$ cat src/rtl/stream_fifo.sv
// stream_fifo: show-ahead circular-buffer FIFO between two peek/consume
// streams. Ports: clock, reset (async, active-low), in_canPeek/in_peek/
// in_consume_en (upstream), out_canPeek/out_peek/out_consume_en
// (downstream). Optional macro STREAM_FIFO_LEVEL_EN adds output
// level [DEPTH_LOG2:0] = current occupancy.
module stream_fifo #(
  parameter int WIDTH      = 8,
  parameter int DEPTH_LOG2 = 4
) (
  input  logic             clock,
  input  logic             reset,
  input  logic             in_canPeek,
  input  logic [WIDTH-1:0] in_peek,
  output logic             in_consume_en,
  output logic             out_canPeek,
  output logic [WIDTH-1:0] out_peek,
  input  logic             out_consume_en
`ifdef STREAM_FIFO_LEVEL_EN
  ,
  output logic [DEPTH_LOG2:0] level
`endif
);

  localparam int DEPTH = 1 << DEPTH_LOG2;
  localparam logic [DEPTH_LOG2:0] PTR_ONE =
    {{DEPTH_LOG2{1'b0}}, 1'b1};

  logic [WIDTH-1:0] mem [DEPTH];

  // Extra MSB is the wrap bit that tells full from empty.
  logic [DEPTH_LOG2:0] wr_ptr;
  logic [DEPTH_LOG2:0] rd_ptr;

  logic empty;
  logic full;
  logic push;
  logic pop;

  assign empty = (wr_ptr == rd_ptr);
  assign full  = (wr_ptr[DEPTH_LOG2] != rd_ptr[DEPTH_LOG2]) &&
                 (wr_ptr[DEPTH_LOG2-1:0] == rd_ptr[DEPTH_LOG2-1:0]);

  // Gated by reset so nothing is taken while reset is held low.
  assign push = in_canPeek & ~full & reset;
  assign pop  = out_consume_en & ~empty;

  assign in_consume_en = push;
  assign out_canPeek   = ~empty;
  assign out_peek      = mem[rd_ptr[DEPTH_LOG2-1:0]];

  always_ff @(posedge clock or negedge reset) begin
    if (!reset) begin
      wr_ptr <= '0;
      rd_ptr <= '0;
    end else begin
      if (push) wr_ptr <= wr_ptr + PTR_ONE;
      if (pop)  rd_ptr <= rd_ptr + PTR_ONE;
    end
  end

  // Storage is not cleared on reset; the pointers alone define contents.
  always_ff @(posedge clock) begin
    if (push) mem[wr_ptr[DEPTH_LOG2-1:0]] <= in_peek;
  end

`ifdef STREAM_FIFO_LEVEL_EN
  assign level = wr_ptr - rd_ptr;
`endif

endmodule

$ cat config.mk
export PLATFORM = sky130hd
export DESIGN_NAME = stream_fifo
export DESIGN_NICKNAME = d
export VERILOG_FILES = /design/src/rtl/stream_fifo.sv
export SDC_FILE = /design/constraint.sdc
export NUM_CORES = 1
export LEC_CHECK = 0
export CELL_PAD_IN_SITES_DETAIL_PLACEMENT = 0
export CELL_PAD_IN_SITES_GLOBAL_PLACEMENT = 1
export CORE_UTILIZATION = 35
export CTS_CLUSTER_DIAMETER = 200
export DETAILED_ROUTE_END_ITERATION = 8
export HOLD_SLACK_MARGIN = 0.03
export PLACE_DENSITY = 0.58
export SYNTH_ARGS = -nofsm -noshare
export SYNTH_HDL_FRONTEND = slang
export SYNTH_SLANG_ARGS = --single-unit
$ cat constraint.sdc
create_clock -name clock -period 1.9 [get_ports clock]
set_input_delay 0.285 -clock clock [delete_from_list [all_inputs] [get_ports clock]]
set_output_delay 0.285 -clock clock [all_outputs]
set_load 0.05 [all_outputs]
==> results of run 1 <==
==> power by group through the flow <==
stage | sequential (mW) | combinational [mW] | clock [mW]
CTS | 3.74 | 5.82 | 3.59
floorplan | 3.75 | 3.09 | 0
global placement | 3.79 | 5.17 | 0
detailed placement | 3.80 | 5.18 | 0
global route | 3.78 | 6.47 | 3.71
finish | 3.75 | 6.10 | 3.53
==> stage by stage <==
stage	power [mW]	util (%)
floorplan	6.85	-
global placement	8.96	41.6
detailed placement	8.98	41.6
CTS	13.1	48.0
global route	14.0	49.1
finish	13.4	49.1
==> registers in the layout (all words and copies together) (netlist names) <==
name and count:
mem 128, rd_ptr 5, wr_ptr 5
==> critical path, delay by kind of cell, from the launching register on <==
kind / cells / cell delay (ns)
compound gates: 1 / 0.19
buf+inv: 3 / 0.44
flops: 1 / 0.42
mux: 1 / 0.55
simple gates: 1 / 0.08
==> kinds of logic after synthesis <==
family / Yosys count / synth area share (%)
DFF: 138 / 71.6
and+or+nand+nor: 40 / 3.46
muxes: 50 / 13.1
adders and majority gates: 5 / 1.09
AOI/OAI and AO/OA: 41 / 5.56
buffers and inverters: 20 / 3.06
xor gates and xnor gates: 13 / 2.12
==> final timing paths <==
path                           start           to  slack, ns  depth (start not counted)
setup / recovery           rd_ptr[0]  out_peek[1]      -0.51                          6
hold / removal                 reset    wr_ptr[3]       0.18                          2
setup reg to reg           rd_ptr[0]   mem[12][3]      -0.14                          8
hold reg to reg            rd_ptr[2]    rd_ptr[2]       0.61                          2
max in group asynchronous      reset    rd_ptr[1]       1.55                          2
min in group clock         rd_ptr[2]    rd_ptr[2]       0.61                          2
==> cell type report <==
| cell class | count | area share, % |
|---|---|---|
| Timing Repair Buffer | 97 | 13.6 |
| Clock buffer | 19 | 5.53 |
| Clock inverter | 12 | 2.51 |
| Sequential cell | 138 | 52.4 |
| Multi-Input combinational cell | 149 | 22.3 |
| Tap cell | 216 | 3.45 |
| Inverter | 4 | 0.240 |
==> timing repair <==
item | 4_1_cts | 5_1_grt
hold endpoints to repair | 0 | 0
setup buffers | 17 | 12
setup endpoints to repair | 106 | 108
pin swaps | 18 | 14
gates cloned | 0 | 0
resized for setup | 54 | 27
==> per-layer routing <==
metal	wire length (um)	up-vias	track usage, %
li1	-	1445	-
met1	5770	1588	22.7
met2	6470	46	26.3
met3	397	12	3.44
met4	180	0	7.93
met5	0	-	0
==> synthesized netlist by cell type (all sizes together) <==
cell,count
a21boi,1
a21o,1
a21oi,2
a221oi,14
a22oi,6
and2,3
and4,1
buf,14
clkbuf,2
dfrtp,10
edfxtp,128
ha,5
inv,4
mux2,2
mux2i,30
mux4,18
nand2,9
nand3,2
nand4,3
nor2,13
nor2b,3
nor3,4
o2111ai,1
o211ai,4
o21ai,11
o221ai,1
or2b,2
xnor2,10
xor2,3
==> impl_metrics.toml, run 1 <==
[worst_setup_path]
crit_fanout = 6
endpoint_kind = "output port"
cp.arrival_ns = 2.12
crit_type = "register to output port"
path_cells = "buf_6, buf_12, mux4_2, a22oi_2, nand2_2, buf_12"
cpMostUsedCell = "buf_12"
cp.required_ns = 1.62
critical-path-slowest-cell = "mux4_2"
cp_slowest_stage_delay_ns = 0.55
crit_path_start_kind = "register"

[route]
drc_errors = 0
postRouteAntennaNets = 0
wl_per_cell_um = 20.2
drt-initial-drc-count = 170
viasPerCell = 4.87
drt-total-wl_mm = 12.8
vias = 3091
firstDrtPassIters = 4

[clock_tree]
clockRootBuffer = "clkbuf_16"
cts_num_sinks = 138
clkTransAtPathRegs_ns = 0.06
cts_tree = "built"
insertion_delay_ns = 0.42
cts_max_level = 4
numCtsBuffers = 17
clockBufferDepth = 2
cts_hold_buffers = 0

[timing]
tightest_slew_ns = 0.714
layout_setup_ws_ns = -0.508
setup_tns_ns = -11.77
setup_viol = 127
skew_ns = 0.00645
rsz0062_at_grt = "yes"
period_minus_slack_ns = 2.41
slew_headroom_pct = 52.2
finalHoldViolCount = 0
post-route-period-util_pct = 127
drv_slew = 0
hold_slack_ns = 0.184
max_freq_mhz = 415

[status]
outcome = "complete, but fails checks"
violations = "negative setup slack"

[logic_synthesis]
synth_warnings = 0
netlist_area_um2 = 5720
ys_types = 41
syn_inst = 307
synth_seq_cells = 138
syn_avg_cell_area_um2 = 18.6
netlist_top_cells_area = "edfxtp_1 67%, mux2i_1 5.3%, mux4_2 5.1%, dfrtp_1 4.4%, mux4_1 2.3%"
ys_seq_area_share_pct = 71.6
synth_nets = 324
synth_top_area_share_pct = 67.2
synth_area_leader_cell = "edfxtp_1"

[power]
pwr-share-comb_pct = 45.6
leakage_nw = 2.74
switching_power_mw = 4.51
vdd_ir_drop_max_v = 0.00131
p_per_area_nw_per_um2 = 1710
pwr-share-clk_pct = 26.4
swShare_pct = 33.7
p_int_mw = 8.87
seq_power_share_pct = 28.0

[layout]
multi_input_area_um2 = 1750
regArea_um2 = 4100
drive_above_1_share_pct = 44.6
fillCellCount = 1351
design_area_um2 = 7820
antenna_cells = 0
nets = 424
stdcell_count = 635
final_common_cell = "edfxtp_1"
layout_common_cells = "128 x edfxtp_1, 53 x buf_4, 29 x mux2i_1, 20 x buf_12, 17 x clkbuf_16"
areaGrowthSynthToFinish_pct = 36.8

[place]
placed_area_um2 = 6640
placed_cells = 578
numPortBuffers = 21
dp_slack_ns = -0.436
place_hpwl_mm = 8.74
gp_congestion = 0.753

[global_route]
antenna_found_initial = 0
grt_pass1_wl_mm = 19.7
globalRoute.totalOverflow = 0
grt_max_degree = 17
grt_pass1_vias = 3293
grt.total_usage_pct = 16.8

[floorplan]
fp.dieArea_um2 = 16900
row_count = 46
die_w_um = 130
initial_core_util_pct = 35.9
die_y_um = 130
coreArea_um2 = 15900
pin_count = 22

[flow_run]
drv_cap = 0

[worst_hold_path]
worstHoldPathType = "input pin to async pin"
Power figures use the tool's default switching activity.
==> inputs of run 2 (changes only) <==
Settings changed: CORE_ASPECT_RATIO from default to 0.75, GPL_TIMING_DRIVEN from default to 0.
==> run 2 against run 1 <==
Against the previous run:
- count of clock-buffer cells in the layout decreased by 2
- largest cell class unchanged
- register-to-register slack got worse by 0.15 ns
- the run still ends with negative setup slack left
- clock power fell by 10%
- clock skew hardly changed
- power is 4.4% lower
==> impl_metrics.toml, run 2 (synthesis gave the netlist of run 1 again) <==
[route]
drt-initial-drc-count = 228
wl_per_cell_um = 21.6
drt-total-wl_mm = 13.1
met3_wirelength_um = 574
postRouteAntennaNets = 0
drc_errors = 0
met1_length_mm = 6.61
vias = 3110
firstDrtPassIters = 4
wl_met2_mm = 5.74
viasPerCell = 5.15
route.top_layer_used = "met4"

[clock_tree]
numCtsBuffers = 17
clkTransAtPathRegs_ns = 0.06
cts_max_level = 4
insertion_delay_ns = 0.41
clockRootBuffer = "clkbuf_16"
clockBufferDepth = 2
cts_tree = "built"
cts_num_sinks = 138

[global_route]
grt_pass1_wl_mm = 19.9
globalRoute.totalOverflow = 0
antenna_found_initial = 0
grt.total_usage_pct = 16.9
grt_pass1_vias = 3108
grt_max_degree = 17

[power]
seq_power_share_pct = 29.4
vdd_ir_drop_max_v = 0.000944
pwr-share-clk_pct = 24.7
leakage_nw = 2.63
pwr-share-comb_pct = 45.8
p_per_area_nw_per_um2 = 1660
p_int_mw = 8.03
swShare_pct = 37.3
switching_power_mw = 4.77

[layout]
antenna_cells = 0
final_common_cell = "edfxtp_1"
largest_reg_flops = 128
layout_common_cells = "128 x edfxtp_1, 28 x mux2i_1, 20 x buf_12, 17 x mux4_2, 17 x clkbuf_16"
areaGrowthSynthToFinish_pct = 34.9
nets = 398
design_area_um2 = 7720
drive_above_1_share_pct = 41.6

[worst_setup_path]
r2r_start = "rd_ptr[0]"
crit_start = "rd_ptr[0]"
crit_fanout = 9
crit_type = "register to output port"
cp.arrival_ns = 2.17
rr_worst_depth = 9
reg2reg_slack_ns = -0.29
cp.required_ns = 1.62
crit_path_start_kind = "register"
reg2reg_to = "mem[6][3]"
endpoint_kind = "output port"
crit_path_end = "out_peek[3]"

[floorplan]
coreArea_um2 = 16000
initial_core_util_pct = 35.7
row_count = 40
fp.dieArea_um2 = 16900
die_y_um = 113
pin_count = 22
die_w_um = 150

[timing]
period_minus_slack_ns = 2.45
rsz0062_at_grt = "yes"
slew_headroom_pct = 57.4
drv_slew = 0
layout_setup_ws_ns = -0.552
setup_viol = 130
max_freq_mhz = 408
tightest_slew_ns = 0.638
skew_ns = 0.00655
post-route-period-util_pct = 129
finalHoldViolCount = 0
setup_tns_ns = -18.34

[place]
gp_congestion = 0.756
numPortBuffers = 21
dp_slack_ns = -1.17
place_hpwl_mm = 8.23
placed_area_um2 = 6240

[worst_hold_path]
worstHoldPathType = "input pin to register"
hold_depth = 4

[flow_run]
drv_cap = 0

[status]
outcome = "complete, but fails checks"
violations = "negative setup slack"
run 2: cell types whose count changed in the layout (fill, tap and decap cells not counted), moves of 3 or more:
cell / delta
o21ai_1: +3
buf_8: +3
a221oi_4: +7
a221oi_1: -3
o21ai_0: -3
clkinv_4: +6
bufinv_16: -4
buf_4: -38
buf_6: +4
a221oi_2: -4
nor2b_1: -3
run 2: per-layer routing:
metal | track usage [%] | up-vias
met3 | 4.92 | 15
li1 | - | 1400
met4 | 5.10 | 0
met1 | 25.6 | 1634
met5 | 0 | -
met2 | 23.0 | 61
run 2: layout make-up:
type	count	area, um2
clock inverter	15	143
sequential	138	4100
fill	1347	8300
inverter	4	15.0
multi-input combinational	149	1860
buffer	15	198
tap	210	263
timing repair buffer	56	719
clock buffer	17	425
run 2: through the flow:
step | utilization [%] | hold WS, ns | instances | power [mW]
after floorplan | - | -0.0106 | 307 | 6.85
after global placement | 38.9 | 0.565 | 538 | 8.10
after global routing | 48.2 | 0.566 | 604 | 13.4
after detailed placement | 38.9 | 0.587 | 538 | 8.10
after CTS | 45.9 | 0.528 | 586 | 12.5
final | 48.2 | 0.563 | 604 | 12.8
run 2: timing repair:
item | CTS | global route
resized for setup | 151 | 20
setup buffers | 15 | 21
setup endpoints to repair | 138 | 139
pin swaps | 29 | 31
hold buffers | 1 | 0
gates cloned | 1 | 0
endpoints found under the hold margin | 10 | 0
run 2: how the worst min path moves through the flow:
stage	to	start	slack (ns)
finish	wr_ptr[4]	reset	0.56
global route	wr_ptr[4]	reset	0.57
CTS	wr_ptr[1]	reset	0.53
detailed placement	rd_ptr[4]	rd_ptr[4]	0.59
global placement	rd_ptr[4]	rd_ptr[4]	0.57
floorplan	rd_ptr[0]	reset	-0.01
run 2: worst max-delay path, stage by stage (launching register included):
cell,delay [ns]
dfrtp_1,0.40
buf_12,0.16
buf_4,0.14
and2_4,0.24
a221oi_4,0.40
a22oi_2,0.14
nand2_2,0.11
buf_8,0.15
run 2: power by group through the flow:
stage / combinational (mW) / clock, mW / sequential (mW)
6_report: 5.86 / 3.16 / 3.77
3_5_place_dp: 4.30 / 0 / 3.80
3_3_place_gp: 4.31 / 0 / 3.79
2_1_floorplan: 3.09 / 0 / 3.75
4_1_cts: 5.52 / 3.22 / 3.76
5_1_grt: 6.21 / 3.35 / 3.79
==> inputs of run 3 (changes only) <==
Settings changed: PLACE_DENSITY 0.58 to 0.56.
Clock period 1.9 ns to 3.14 ns, I/O delays scaled along.
==> run 3 against run 2 <==
Against the previous run:
- the flow now finishes without violations
- sequential power down 40%
- combinational power down 56%
- sequential share of layout area up 6.9 points
- die area unchanged
- register-to-register slack better by 1.0 ns
- sequential cell count unchanged
- non-clock buffer count down 35
- first-iteration DRC count down 32%
- setup slack better by 0.65 ns
- global-route usage down 1.1 points
- critical path type unchanged
- count of clock-buffer cells in the layout up 1
==> impl_metrics.toml, run 3 (synthesis gave the netlist of run 1 again) <==
[route]
drt-total-wl_mm = 12.0
firstDrtPassIters = 5
drc_errors = 0
drt-initial-drc-count = 154
postRouteAntennaNets = 0
viasPerCell = 5.03
wl_per_cell_um = 21.2
vias = 2859

[layout]
final_common_cell = "edfxtp_1"
largest_reg_flops = 128
antenna_cells = 0
nets = 363
stdcell_count = 568
areaGrowthSynthToFinish_pct = 19.3
drive_above_1_share_pct = 20.1
layout_common_cells = "128 x edfxtp_1, 30 x mux2i_1, 17 x clkbuf_16, 13 x mux4_2, 13 x nor2_1"
design_area_um2 = 6820

[clock_tree]
clockRootBuffer = "clkbuf_16"
clockBufferDepth = 2
cts_hold_buffers = 0
cts_tree = "built"
cts_max_level = 4
clkTransAtPathRegs_ns = 0.06
insertion_delay_ns = 0.42
numCtsBuffers = 17
cts_num_sinks = 138

[floorplan]
die_w_um = 150
row_count = 40
die_y_um = 113
fp.dieArea_um2 = 16900
initial_core_util_pct = 35.7
coreArea_um2 = 16000
pin_count = 22

[power]
p_per_area_nw_per_um2 = 987
power.total_mw = 6.73
leakage_nw = 2.31
vdd_ir_drop_max_v = 0.000468

[global_route]
grt_max_degree = 17
grt_pass1_vias = 2879
grt.total_usage_pct = 15.8
grt_pass1_wl_mm = 18.2
globalRoute.totalOverflow = 0
antenna_found_initial = 0

[worst_setup_path]
cp.required_ns = 2.67
crit_type = "register to output port"
crit_fanout = 10
critical-path-slowest-cell = "dfrtp_1"
path_cells = "buf_6, buf_4, mux4_1, mux2i_1, o21ai_0, clkdlybuf4s15_1"
crit_path_start_kind = "register"
cp.arrival_ns = 2.57
rr_worst_depth = 5
reg2reg_slack_ns = 0.71
path_delay_family = "buffers and inverters"
cp_slowest_stage_delay_ns = 0.50
endpoint_kind = "output port"
critPathBufInv = 3
reg2reg_to = "mem[4][5]"
r2r_start = "rd_ptr[0]"

[place]
gp_congestion = 0.751
place_hpwl_mm = 8.30
numPortBuffers = 21
placed_area_um2 = 6200
placed_cells = 538

[timing]
finalHoldViolCount = 0
max_freq_mhz = 329
setup_viol = 0
tightest_slew_ns = 0.894
setup_tns_ns = 0
period_minus_slack_ns = 3.04
drv_slew = 0
hold_slack_ns = 0.125
skew_ns = 0.00496
post-route-period-util_pct = 96.8
slew_headroom_pct = 40.2
rsz0062_at_grt = "no"

[worst_hold_path]
worstHoldPathType = "input pin to async pin"

[flow_run]
drv_cap = 0

[status]
outcome = "completed"
==> run 3: worst reg2reg max path, stage by stage, from the launching register on <==
cell	delay, ns
dfrtp_1	0.39
buf_6	0.17
xnor2_1	0.15
nand4_1	0.32
o211ai_1	0.29
nor2_1	0.75
==> run 3: layout make-up <==
cell class	count	area [um2]
Timing Repair Buffer	21	215
Buffer	15	156
Clock buffer	18	429
Inverter	4	15.0
Tap cell	210	263
Clock inverter	13	134
Multi-Input combinational cell	149	1520
Fill cell	1426	9190
Sequential cell	138	4090
==> run 3: worst max path at each step <==
stage | from | to | slack, ns | cells after the start
global route | rd_ptr[1] | out_peek[2] | 0.007 | 7
CTS | rd_ptr[0] | out_peek[1] | -0.002 | 7
global placement | reset | mem[0][6] | -0.39 | 4
finish | rd_ptr[1] | out_peek[2] | 0.10 | 6
detailed placement | reset | mem[2][4] | -0.20 | 4
floorplan | rd_ptr[1] | out_peek[2] | 0.59 | 5
==> run 3: metal layers <==
metal | track usage [%] | wire (um) | vias to the layer above | part of all wire [%]
met5 | 0 | 0 | - | 0
met3 | 3.51 | 550 | 18 | 4.6
li1 | - | - | 1318 | -
met1 | 24.0 | 6230 | 1462 | 52
met2 | 21.2 | 5050 | 61 | 42
met4 | 7.35 | 187 | 0 | 1.6
==> run 3: repair_timing <==
item / in CTS / in global routing
buffers inserted: 0 / 0
resized for setup: 28 / 2
endpoints found under the setup margin: 9 / 8
==> run 3: power by group <==
group / switching [mW] / internal (mW) / total, mW
combinational: 1.58 / 0.978 / 2.55
clock: 0.699 / 1.22 / 1.92
sequential: 0.0915 / 2.17 / 2.26
total: 2.37 / 4.37 / 6.73
==> run 3: through the flow <==
step / setup WS (ns) / util (%)
floorplan: 0.589 / -
global placement: -0.393 / 38.7
detailed placement: -0.200 / 38.7
CTS: -0.00229 / 42.5
global route: 0.00656 / 42.6
finish: 0.102 / 42.6
==> RTL change 1 (flow settings as in run 1) <==
`DEPTH_LOG2`: 4 -> 3.
--- a/src/rtl/stream_fifo.sv
+++ b/src/rtl/stream_fifo.sv
@@ -6,5 +6,5 @@
 module stream_fifo #(
   parameter int WIDTH      = 8,
-  parameter int DEPTH_LOG2 = 4
+  parameter int DEPTH_LOG2 = 3
 ) (
   input  logic             clock,
Function: changed (a bounded check fails within 10 cycles, from zero or initial values and one cycle with reset low).
==> RTL change 1 against run 1 <==
The run still ends with setup timing left. Routed wire length fell by 50%. Worst setup slack improved by 0.21 ns. Synthesized area down 47%. Sequential cell count down 66. Clock power fell by 62%. Global-route usage shrank 1.2 points. Sequential power is 43% lower. Total power fell by 47%. Cell count down 49%. Cell area shrank 48%. Critical path type unchanged. Critical endpoint is now out_peek[4]. Largest power group unchanged.
==> RTL change 1: results <==
group,metric,value,unit
outcome,run_status,"finished with violations",
routing,wire_per_inst,19.8,µm
placement,numPlacedInstances,300,
final_layout,nets,230,
routing,detailroute.wirelength.met2,3.33,mm
worst_setup_path,worst_path_max_fanout,7,
synth,synthDistinctLibCells,31,
outcome,failed_checks,"setup timing",
final_layout,post-route-util,49.7,%
synth,sequential_element_share_of_the_synthesized_area,70.4,%
placement,dpl.hpwl,3.95,mm
sta,setup_viol,68,
clock_network,h-tree-depth,3,
sta,slew_headroom,68.3,%
clock_network,clk-insertion-delay-late,0.34,ns
global_routing,met2_usage,25.5,%
final_layout,largest_reg_flops,64,
worst_setup_path,critPathArrivalTime,1.92,ns
final_layout,num-fill-cells,692,
placement,dpl_cell_area,3510,µm²
synth,synth_commonest_cells,"sky130_fd_sc_hd__edfxtp_1, sky130_fd_sc_hd__mux4_2, sky130_fd_sc_hd__dfrtp_1, sky130_fd_sc_hd__mux2_2",
sta,setup_ws,-0.301,ns
sta,worst_clock_skew,0.00841,ns
global_routing,first_global_vias,1744,
placement,pre_cts_slack,-0.130,ns
global_routing,grt_pass1_wl,9.71,mm
final_layout,instances_no_fill,326,
synth,syn-mean-instance-area,19.3,µm²
==> RTL change 1: cell types whose count changed after synthesis, moves of 4 or more <==
cell                       delta
sky130_fd_sc_hd__o21ai_0      -7
sky130_fd_sc_hd__a22oi_1      -6
sky130_fd_sc_hd__edfxtp_1    -64
sky130_fd_sc_hd__mux2i_1     -30
sky130_fd_sc_hd__o211ai_1     -4
sky130_fd_sc_hd__mux2_2       +8
sky130_fd_sc_hd__nor3_1       +4
sky130_fd_sc_hd__a221oi_1    -13
sky130_fd_sc_hd__nor2_1      -13
==> RTL change 1: where the power goes <==
| group | switching, mW | total [mW] | internal (mW) |
|---|---|---|---|
| logic | 1.87 | 3.71 | 1.84 |
| clock network | 0.594 | 1.33 | 0.741 |
| registers | 0.182 | 2.12 | 1.93 |
| total | 2.64 | 7.16 | 4.51 |
==> RTL change 1: path summary, 6_finish.rpt <==
path	cells past startpoint	from	slack [ns]	endpoint
worst max register to register	8	rd_ptr[0]	-0.15	mem[1][7]
max in group asynchronous	2	reset	1.46	wr_ptr[0]
worst min-delay path	2	reset	0.32	wr_ptr[3]
min in group clock	1	wr_ptr[0]	0.58	wr_ptr[0]
worst min register to register	1	wr_ptr[0]	0.58	wr_ptr[0]
worst max-delay path	4	rd_ptr[0]	-0.30	out_peek[4]
==> RTL change 1: final cells by class <==
| type | instances | share of cell area [%] |
|---|---|---|
| flip-flops and latches | 72 | 51.8 |
| multi-input cells | 72 | 23.9 |
| repair buffers | 58 | 15.5 |
| well taps | 105 | 3.20 |
| clock buffers | 9 | 3.02 |
| clock inverters | 7 | 2.32 |
| inverters | 3 | 0.275 |
==> RTL change 1: cells by family after synthesis <==
group,Yosys count
AOI/OAI and AO/OA,10
xor gates and xnor gates,12
DFF,72
adders and majority gates,2
muxes,26
buffers and inverters,12
and+or+nand+nor,22
==> RTL change 2 (config.mk and constraints of run 1) <==
Made on the original files. Reset style: synchronous (`reset`), changed in one clocked block. Comments in the files are not updated.
--- a/src/rtl/stream_fifo.sv
+++ b/src/rtl/stream_fifo.sv
@@ -49,5 +49,5 @@
   assign out_peek      = mem[rd_ptr[DEPTH_LOG2-1:0]];
 
-  always_ff @(posedge clock or negedge reset) begin
+  always_ff @(posedge clock) begin
     if (!reset) begin
       wr_ptr <= '0;
Formal check against the unedited RTL: differs if reset is asserted again (counterexample within 4 cycles, from zero or initial values and one cycle with reset low); with reset held inactive, the same outputs for 10 cycles.
==> RTL change 2 against run 1 <==
Global-route usage decreased by 0.68 points. Cell area fell by 4.9%. Routed wire length shrank 2.3%. Synthesized cell count fell by 7.2%. Non-clock buffer count down 25. Core utilization shrank 2.7 points. Worst setup slack worse by 0.074 ns. Synthesized area grew 1.8%. Sequential cell count up 4. Critical endpoint is now out_peek[6]. The run still ends with setup timing left. First-iteration DRC count is 2.4% higher.
Power is not compared: it rests on default switching activity, and its combinational part moved more than twofold at a synthesized area within 25%.
==> RTL change 2: results <==
group,metric,value,unit
outcome,run_status,"finished with violations",
outcome,failed_checks,"setup timing",
sta,worst_clock_skew,0.00796,ns
min_path,timing.hold.worst.class,"reg -> reg",
synth,synth.area.top_cells,"sky130_fd_sc_hd__edfxtp_1, sky130_fd_sc_hd__mux4_1, sky130_fd_sc_hd__dfxtp_1",
routing,via_count,2939,
sta,max_slew.worst_pin.slew,0.538,ns
worst_setup_path,worst_path_max_fanout,11,
sta,setup_viol,10,
clock_network,postCtsSetupRepairBufs,4,
synth,sequential_element_share_of_the_synthesized_area,70.9,%
global_routing,first_global_vias,3041,
routing,dr.first_iter.drc_count,174,
routing,wire_per_inst,21.2,µm
synth,synthDistinctLibCells,32,
synth,syn-num-nets,302,
worst_setup_path,critPathArrivalTime,2.20,ns
synth,synth.mux.area_fraction,18.7,%
final_layout,drive_gt1_share,44.9,%
global_routing,grt_pass1_wl,18.8,mm
sta,setup_ws,-0.581,ns
worst_setup_path,regToRegStartpoint,"wr_ptr[0]",
worst_setup_path,r2r_cells,6,
final_layout,nets,378,
clock_network,cts_repair_resize_count,41,
-- RTL change 2: cell count changes after synthesis, moves of 6 or more --
| cell | delta |
|---|---|
| sky130_fd_sc_hd__a221oi_1 | -13 |
| sky130_fd_sc_hd__a22oi_1 | -6 |
| sky130_fd_sc_hd__dfrtp_1 | -10 |
| sky130_fd_sc_hd__dfxtp_1 | +14 |
| sky130_fd_sc_hd__mux2i_1 | -22 |
| sky130_fd_sc_hd__mux4_1 | +23 |
| sky130_fd_sc_hd__nand2_1 | +6 |
| sky130_fd_sc_hd__nor2_1 | -10 |
| sky130_fd_sc_hd__o21ai_0 | -7 |
-- RTL change 2: area by class of cell --
type                            instances  area [µm²]  area share (%)
Antenna cell                            1        2.50          0.0336
Clock inverter                         14         190            2.56
Sequential cell                       142        4150            55.7
Tap cell                              216         270            3.63
Multi-Input combinational cell        121        1670            22.4
Timing Repair Buffer                   72         706            9.48
Clock buffer                           18         429            5.77
Inverter                                7        26.3           0.353
-- RTL change 2: critical path, cell delays in order, from the launching register on --
cell and delay [ns]:
sky130_fd_sc_hd__dfxtp_4 0.41, sky130_fd_sc_hd__buf_12 0.18, sky130_fd_sc_hd__mux4_2 0.54, sky130_fd_sc_hd__mux4_2 0.48
sky130_fd_sc_hd__buf_6 0.17
-- RTL change 2: per-layer routing --
| layer | up-vias | part of all wire (%) | GRT usage, % |
|---|---|---|---|
| met4 | 0 | 1.7 | 6.02 |
| met3 | 16 | 5.4 | 4.44 |
| met5 | - | 0 | 0 |
| li1 | 1341 | - | - |
| met1 | 1522 | 43 | 21.0 |
| met2 | 60 | 49 | 26.0 |
-- RTL change 2: metrics by stage --
step / TNS [ns] / util, % / area (µm²) / hold slack (ns) / setup slack [ns]
3_3_place_gp: -7.95 / 41.0 / 6590 / 0.516 / -0.224
4_1_cts: -5.06 / 46.2 / 7420 / 0.559 / -0.635
3_5_place_dp: -8.41 / 41.0 / 6590 / 0.528 / -0.226
6_report: -4.57 / 46.3 / 7440 / 0.550 / -0.581
2_1_floorplan: -0.580 / - / 5850 / 0.384 / -0.0726
5_1_grt: -5.37 / 46.3 / 7440 / 0.585 / -0.656
-- RTL change 2: power by group through the flow --
stage | Clock (mW) | Combinational [mW] | Sequential [mW]
2_1_floorplan | 0 | 0.829 | 3.53
3_3_place_gp | 0 | 1.12 | 3.53
3_5_place_dp | 0 | 1.13 | 3.54
4_1_cts | 3.54 | 1.25 | 3.49
5_1_grt | 3.66 | 1.34 | 3.49
6_report | 3.46 | 1.26 | 3.49
-- RTL change 2: logic make-up after synthesis --
group,after synthesis
compound gates,12
xor+xnor,6
buf+inv,22
flops,142
simple gates,50
mux,48
fa+ha+maj,5
